`src/rtl/edisk_pkg.sv`:
```
// Shared constants for the E-disk controller: control-register and CPU status-word
// bit positions, plus the page-width helper.
package edisk_pkg;

    localparam int ED_WIN_EN = 5;
    localparam int ED_STK_EN = 4;

    localparam int ST_STACK  = 2;
    localparam int ST_WR_N   = 1;
    localparam int ST_MEMR   = 7;

    // Page 0 is main RAM; every bank of every unit gets its own page after that.
    function automatic int page_w(input int units, input int bank_bits);
        return $clog2(units * (1 << bank_bits) + 1);
    endfunction

endpackage

```
`src/rtl/edisk_unit.sv`:
```
// One E-disk unit: its control register, the port-write load, and the
// stack/window hit flags together with the bank that goes with the hit.
module edisk_unit
    import edisk_pkg::*;
#(
    parameter logic [7:0] PORT      = 8'h10,
    parameter bit         PORT_OK   = 1'b1,
    parameter int         BANK_BITS = 2
) (
    input  logic                 clk_i,
    input  logic                 rst_i,
    input  logic                 wr_stb_i,
    input  logic [7:0]           addr_lo_i,
    input  logic [7:0]           din_i,
    input  logic                 stack_i,
    input  logic                 window_i,
    input  logic                 mem_i,
    output logic                 sel_o,
    output logic [7:0]           ctrl_o,
    output logic                 stack_hit_o,
    output logic                 win_hit_o,
    output logic [BANK_BITS-1:0] bank_o
);

    logic [7:0]           ctrl_q, ctrl_d;
    logic [BANK_BITS-1:0] win_bank, stk_bank;

    assign sel_o  = PORT_OK && (addr_lo_i == PORT);
    assign ctrl_d = (wr_stb_i && sel_o) ? din_i : ctrl_q;

    always_ff @(posedge clk_i or posedge rst_i) begin
        if (rst_i) ctrl_q <= 8'h00;
        else       ctrl_q <= ctrl_d;
    end

    generate
        if (BANK_BITS == 3) begin : g_bb3
            assign win_bank = {ctrl_q[6], ctrl_q[1:0]};
            assign stk_bank = {ctrl_q[7], ctrl_q[3:2]};
        end else begin : g_bb2
            assign win_bank = ctrl_q[1:0];
            assign stk_bank = ctrl_q[3:2];
        end
    endgenerate

    assign stack_hit_o = ctrl_q[ED_STK_EN] & stack_i & mem_i;
    assign win_hit_o   = ctrl_q[ED_WIN_EN] & window_i & mem_i;
    // A unit with both hits reports its stack bank; stack always wins upstream.
    assign bank_o      = stack_hit_o ? stk_bank : win_bank;
    assign ctrl_o      = ctrl_q;

endmodule

```
`src/rtl/edisk_ctrl.sv`:
```
// Multi-unit E-disk controller: tracks the CPU status word, fans port writes out
// to the units and resolves their hits into a single SDRAM page number.
module edisk_ctrl
    import edisk_pkg::*;
#(
    parameter int         UNITS     = 1,
    parameter logic [7:0] PORT_BASE = 8'h10,
    parameter int         BANK_BITS = 2,
    parameter bit         READBACK  = 1'b0,
    localparam int        PAGE_W    = page_w(UNITS, BANK_BITS)
) (
    input  logic                 clk_sys,
    input  logic                 reset,
    input  logic                 cpu_sync,
    input  logic [7:0]           cpu_dout,
    input  logic [15:0]          addr,
    input  logic                 io_wr,
    input  logic                 io_rd,
    output logic [PAGE_W-1:0]    page,
    output logic                 io_sel,
    output logic [7:0]           io_dout,
    output logic [8*UNITS-1:0]   ctrl_q
);

    localparam int NB = 1 << BANK_BITS;

    generate
        if (UNITS < 1 || UNITS > 8) begin : g_bad_units
            $error("edisk_ctrl: UNITS must be 1..8");
        end
        if (BANK_BITS != 2 && BANK_BITS != 3) begin : g_bad_bb
            $error("edisk_ctrl: BANK_BITS must be 2 or 3");
        end
        if (int'(PORT_BASE) + UNITS - 1 > 255) begin : g_port_wrap
            $warning("edisk_ctrl: port range wraps past 8'hFF, upper units unaddressable");
        end
    endgenerate

    logic       sync_q, io_wr_q, arm_q;
    logic [7:0] status_q;
    logic       stack, mem, window, wr_stb;

    // arm_q blocks the first clock after reset so an io_wr held through reset
    // does not look like a fresh rising edge.
    always_ff @(posedge clk_sys or posedge reset) begin
        if (reset) begin
            sync_q   <= 1'b0;
            io_wr_q  <= 1'b0;
            arm_q    <= 1'b0;
            status_q <= 8'h02;
        end else begin
            sync_q  <= cpu_sync;
            io_wr_q <= io_wr;
            arm_q   <= 1'b1;
            if (cpu_sync && !sync_q) status_q <= cpu_dout;
        end
    end

    assign stack  = status_q[ST_STACK];
    assign mem    = status_q[ST_MEMR] | ~status_q[ST_WR_N];
    assign window = addr[15] & (addr[14] ^ addr[13]);
    assign wr_stb = io_wr & ~io_wr_q & arm_q;

    logic [UNITS-1:0]                sel, stk_hit, win_hit;
    logic [UNITS-1:0][BANK_BITS-1:0] bank;
    logic [UNITS-1:0][7:0]           ctrl;

    generate
        for (genvar k = 0; k < UNITS; k++) begin : g_unit
            localparam logic [8:0] PSUM = {1'b0, PORT_BASE} + 9'(k);
            edisk_unit #(
                .PORT      (PSUM[7:0]),
                .PORT_OK   (!PSUM[8]),
                .BANK_BITS (BANK_BITS)
            ) u_unit (
                .clk_i       (clk_sys),
                .rst_i       (reset),
                .wr_stb_i    (wr_stb),
                .addr_lo_i   (addr[7:0]),
                .din_i       (cpu_dout),
                .stack_i     (stack),
                .window_i    (window),
                .mem_i       (mem),
                .sel_o       (sel[k]),
                .ctrl_o      (ctrl[k]),
                .stack_hit_o (stk_hit[k]),
                .win_hit_o   (win_hit[k]),
                .bank_o      (bank[k])
            );
        end
    endgenerate

    assign ctrl_q = ctrl;
    assign io_sel = |sel;

    logic [7:0] rd_data;

    // Descending scans let the lowest index win; the stack pass runs last so it wins.
    always_comb begin
        page    = '0;
        rd_data = 8'hFF;
        for (int k = UNITS - 1; k >= 0; k--) begin
            if (win_hit[k]) page = PAGE_W'(1 + k * NB) + PAGE_W'(bank[k]);
        end
        for (int k = UNITS - 1; k >= 0; k--) begin
            if (stk_hit[k]) page = PAGE_W'(1 + k * NB) + PAGE_W'(bank[k]);
        end
        for (int k = UNITS - 1; k >= 0; k--) begin
            if (sel[k]) rd_data = ctrl[k];
        end
    end

    assign io_dout = (READBACK && io_sel && io_rd) ? rd_data : 8'hFF;

    logic unused_bits;
    assign unused_bits = ^{addr[12:8], status_q[6:3], status_q[0]};

endmodule
```
`config.mk`:
```
export PLATFORM = sky130hd
export DESIGN_NAME = edisk_ctrl
export DESIGN_NICKNAME = d
export VERILOG_FILES = /design/src/rtl/edisk_pkg.sv /design/src/rtl/edisk_unit.sv /design/src/rtl/edisk_ctrl.sv
export SDC_FILE = /design/constraint.sdc
export NUM_CORES = 1
export LEC_CHECK = 0
export CAP_MARGIN = 5
export CORE_MARGIN = 1
export CORE_UTILIZATION = 37
export CTS_CLUSTER_DIAMETER = 60
export DETAILED_ROUTE_END_ITERATION = 12
export PLACE_DENSITY = 0.83
export SETUP_SLACK_MARGIN = 0.2
export SKIP_CTS_REPAIR_TIMING = 1
export SYNTH_ARGS = -nofsm -noshare
export SYNTH_HDL_FRONTEND = slang
export SYNTH_SLANG_ARGS = --single-unit
```
`constraint.sdc`:
```
create_clock -name clk_sys -period 3.12 [get_ports clk_sys]
set_input_delay 0.624 -clock clk_sys [delete_from_list [all_inputs] [get_ports clk_sys]]
set_output_delay 0.624 -clock clk_sys [all_outputs]
set_load 0.05 [all_outputs]
```
## Yosys cells after proc, flatten, opt, wreduce, memory -nomap -nowiden

Cells that the tools add are included.
W data, S select, Z words.

- Register bits after elaboration: 19
- Bits in latches: 0
- Memory bits (writable): 0
- Bits in read-only memories: 0
- Logic and storage cells: 24
- Memories kept: 0

- $add $sub $neg: 1
- Multiply operators: 0
- Div/mod/pow operators: 0
- $lt $le $gt $ge: 0
- Equality and inequality tests: 1
- Shift operators: 0
- Multiplexer cells: 3
- Bitwise operators: 11
- Reduce and logical (&&, ||, !) cells: 3

Operators by type and width:

| kind | count |
|---|---|
| $eq A8 B5 Y1 const B | 1 |
| $and A1 B1 Y1 | 7 |
| $mux W3 | 2 |
| $add A1 B2 Y3 const A | 1 |
| $logic_and A1 B1 Y1 | 2 |
| $mux W2 | 1 |
| $not A1 Y1 | 2 |
| $logic_not A1 Y1 | 1 |
| $or A1 B1 Y1 | 1 |
| $xor A1 B1 Y1 | 1 |

## Depth between registers and ports, before layout

- Depth after elaboration: 7
- Depth in mapped cells: 5
- Gate-level depth less buffers: 5

## By module

A second synthesis with hierarchy kept.

- Cell total of the unflattened synthesis: 57
- Area total of the unflattened synthesis: 730.7 um^2

By module, submodules not included:

| module | instances | cells an instance | area each (um^2) |
|---|---|---|---|
| edisk_unit | 1 | 27 | 391.6 |
| edisk_ctrl | 1 | 30 | 339.1 |

## Worst setup path before layout

Ideal clock, no wire load.

- Path kind: reg2out
- From: reg g_unit[0].u_unit.ctrl_q[4]
- To: out page[1]
- Arrival time: 2674 ps
- Setup slack: -178 ps
- Stages on the path, launching flop included: 5
- Path buffers: 0
- Cells stage by stage: dfrtp_1 -> and3_1 -> mux2_2 -> ha_1 -> a21boi_0

- Longest elaborated chain between the ends: 6

Ends and longest elaborated chain:

| what | line | text |
|---|---|---|
| start: declaration | edisk_unit.sv:25 | `logic [7:0] ctrl_q, ctrl_d;` |
| start signal: assignment | edisk_unit.sv:33 | `else ctrl_q <= ctrl_d;` |
| $and A1 B1 Y1 (*) (2 in series) | edisk_unit.sv:46 | `assign stack_hit_o = ctrl_q[ED_STK_EN] & stack_i & mem_i;` |
| $mux W2 | edisk_unit.sv:49 | `assign bank_o = stack_hit_o ? stk_bank : win_bank;` |
| $add A1 B2 Y3 | edisk_ctrl.sv:103, edisk_ctrl.sv:106 |  |
| $mux W3 | edisk_ctrl.sv:103 | `if (win_hit[k]) page = PAGE_W'(1 + k * NB) + PAGE_W'(bank[k]);` |
| $mux W3 (*) | edisk_ctrl.sv:106 | `if (stk_hit[k]) page = PAGE_W'(1 + k * NB) + PAGE_W'(bank[k]);` |
| end: declaration | edisk_ctrl.sv:19 | `output logic [PAGE_W-1:0] page,` |

Mark *: on every way between the ends. The rest lies on a longest branch, timed or not.

## Worst setup path in the final report

- From: reg status_q[1]
- To: out page[1]

- Longest elaborated chain between the ends: 7
- Elaborated cells between the ends (all ways): 8
- Classes of those cells: 1 x add/sub; 3 x mux; 4 x bitwise

Ends and longest elaborated chain:

| what | line | text |
|---|---|---|
| start: declaration | edisk_ctrl.sv:40 | `logic [7:0] status_q;` |
| start signal: assignment | edisk_ctrl.sv:55 | `if (cpu_sync && !sync_q) status_q <= cpu_dout;` |
| $not A1 Y1 (*) | edisk_ctrl.sv:60 | `assign mem = status_q[ST_MEMR] \| ~status_q[ST_WR_N];` |
| $or A1 B1 Y1 (*) | edisk_ctrl.sv:60 |  |
| $and A1 B1 Y1 | edisk_unit.sv:46 |  |
| $mux W2 | edisk_unit.sv:49 |  |
| $add A1 B2 Y3 | edisk_ctrl.sv:103, edisk_ctrl.sv:106 |  |
| $mux W3 | edisk_ctrl.sv:103 |  |
| $mux W3 (*) | edisk_ctrl.sv:106 |  |

Marks and branches as above.

==> reports/results.tsv <==
metric	value	unit
clkLatencyLatePin	280	ps
grt.total_usage	17.1	%
cp-end-kind	output pin	
hpwlAfterDp	1230	um
switchingPower	110	uW
place_congestion	0.699	
worst_clock_skew	5.97	ps
min_period	2730	ps
synth_commonest_cells	dfrtp_1, mux2_2, buf_4	
synthTopCellsByArea	dfrtp_1, mux2_2, buf_4	
nets	122	
synth_top_area_share	44.2	%
fmax	367	MHz
synth.avg_cell_area	13.9	um2
slew_viol_final	0	
synth_top_family_by_area	multiplexers	
fin_cells	116	
period_share	87.4	%
clockBufferDepth	2	
yosys.area_share.simple	16.2	%
cts-root-buf	clkbuf_4	
netlist_area	736	um2
yosysTopAreaCell	dfrtp_1	
routed_wl	1520	um
synth-compound-area-share	3.06	%
ys_seq_elements	14	
pwr-share-seq	48.2	%
design_area	1160	um2
grt_pass1_wl	2510	um
rrSetupSlack	1850	ps
cts_tree	done	
rsz0062_at_grt	no	
min_path_cells	1	
p_leak	0.514	nW
synth.area.mux_share	20.9	%
clkTransAtPathRegs	80	ps
via_count	535	
combPwrFrac	20.2	%
hp-class	flip-flop to flip-flop	
numCtsBuffers	3	
synth_fa_ha_area_share	1.70	%
synth-async-reset-ratio	100	%
io_pins	49	
r2r-end	g_unit[0].u_unit.ctrl_o[1]$_DFFE_PP0P_	
worst-path-max-fanout	4	
antenna_found_initial	0	
powerDensity	355	nW/um2
drc_errors	0	
synthXorXnorAreaFrac	1.19	%
setup_tns	0	ps
required	2500	ps
max-cap-violations	0	
cts_max_level	1	
max_slew_margin	65.5	%
sw_frac_of_total	26.8	%
clkPwrFrac	31.6	%
rr_worst_depth	3	
intPower	301	uW
ys_seq_area_share	47.8	%
hold_path_end	g_unit[0].u_unit.ctrl_o[7]$_DFFE_PP0P_	
overflow	0	
grt_max_degree	15	
port-buffer-count	34	
crit_type	flip-flop to output pin	
fp.dieH	46.6	um
dr.pass1.iters	3	
synth_flop_cell	dfrtp_1	
dp_cells	112	
core_area	1800	um2
wire_per_inst	13.1	um
synth-edff-count	0	
initial_core_util	40.8	%
reg2reg_from	io_wr_q$_DFF_PP0_	
vdd.ir_drop.worst	206	uV
synth_cell_types	21	
viasPerCell	4.61	
rows	15	
ys_warn_count	0	
grt_pass1_vias	578	
detail_route.iter0.violations	3	
dieArea	2170	um2
arrival	2100	ps
clock_sinks	14	
syn_inst	53	
finish.utilization	64.2	%
hp-start	g_unit[0].u_unit.ctrl_o[7]$_DFFE_PP0P_	
die_w	46.6	um
worst_pin_slew	517	ps
place_area	1120	um2
yosysMostFrequentCell	dfrtp_1	
start_kind	flip-flop	
num_antenna_cells	0	
hold_viol	0	
syn_to_final_growth	57.3	%
setup_viol	0	
status	finished, final reports clean	
drtAntennaViolNets	0	
final_layout_size_suffix_gt1_share	29.7	%
[per-stage QoR]
| step | setup slack, ps | total power, mW | hold slack (ps) |
|---|---|---|---|
| 6_report | 393 | 0.411 | 528 |
| 3_3_place_gp | 508 | 0.283 | 488 |
| 3_5_place_dp | 496 | 0.285 | 505 |
| 2_1_floorplan | 186 | 0.253 | 472 |
| 4_1_cts | 280 | 0.419 | 528 |
| 5_1_grt | 283 | 0.434 | 553 |
[worst max-delay path: stages, from the launching register on]
cell and delay, ps:
dfstp_2 540, nand2b_1 100, and3_1 240, mux2_2 280, ha_1 280, a21boi_2 210, buf_12 160
[registers in the layout (all words and copies together), names as in the netlist]
signal,flops
arm_q,1
sync_q,1
status_q,3
io_wr_q,1
g_unit.u_unit.ctrl_o,8
[layout make-up]
class / instances / area [um2]
multi-input combinational: 38 / 354
fill: 146 / 644
inverter: 1 / 3.75
timing repair buffer: 34 / 380
clock buffer: 4 / 36.3
sequential: 14 / 352
tap: 25 / 31.3
[cells in the final DEF (no fill, tap or decap), drive strengths merged]
master / netlist / layout
nor4: 1 / 1
xor2: 1 / 1
dfstp: 1 / 1
clkdlybuf4s50: 0 / 30
nand4: 2 / 2
buf: 8 / 4
dfrtp: 13 / 13
o31ai: 1 / 1
mux2: 13 / 13
and2: 1 / 1
nand4b: 1 / 1
inv: 1 / 1
and3: 1 / 1
nor4b: 1 / 1
ha: 1 / 1
clkbuf: 0 / 4
nand3: 1 / 1
a21boi: 2 / 2
nand2b: 1 / 1
nor2b: 2 / 2
conb: 1 / 9
[how the worst max path moves through the flow]
stage                                                       from      end  slack [ps]
after global routing                     status_q[1]$_DFFE_PP1P_  page[1]         280
after CTS                                status_q[1]$_DFFE_PP1P_  page[1]         280
after detailed placement                                addr[14]  page[0]         500
final                                    status_q[1]$_DFFE_PP1P_  page[1]         390
after floorplan           g_unit[0].u_unit.ctrl_o[4]$_DFFE_PP0P_  page[1]         190
after global placement                                  addr[14]  page[0]         510
[cells by family after synthesis]
logic type | Yosys count
buffers and inverters | 9
other | 1
and+or+nand+nor | 11
muxes | 13
DFF | 14
xor gates and xnor gates | 1
adders and majority gates | 1
AOI/OAI and AO/OA | 3
[per-layer routing]
layer	GRT usage, %	wire [um]	vias up
met5	0	0	-
met4	8.82	14	0
met3	5.10	87	2
met2	28.6	807	25
met1	19.5	606	259
li1	-	-	249
[power groups by stage]
stage | Combinational (mW) | Clock [mW] | Sequential (mW)
4_1_cts | 0.0839 | 0.137 | 0.198
6_report | 0.0832 | 0.130 | 0.198
3_3_place_gp | 0.0819 | 0 | 0.201
3_5_place_dp | 0.0837 | 0 | 0.202
2_1_floorplan | 0.0480 | 0 | 0.205
5_1_grt | 0.0893 | 0.145 | 0.199
(Power assumes the default switching activity.)
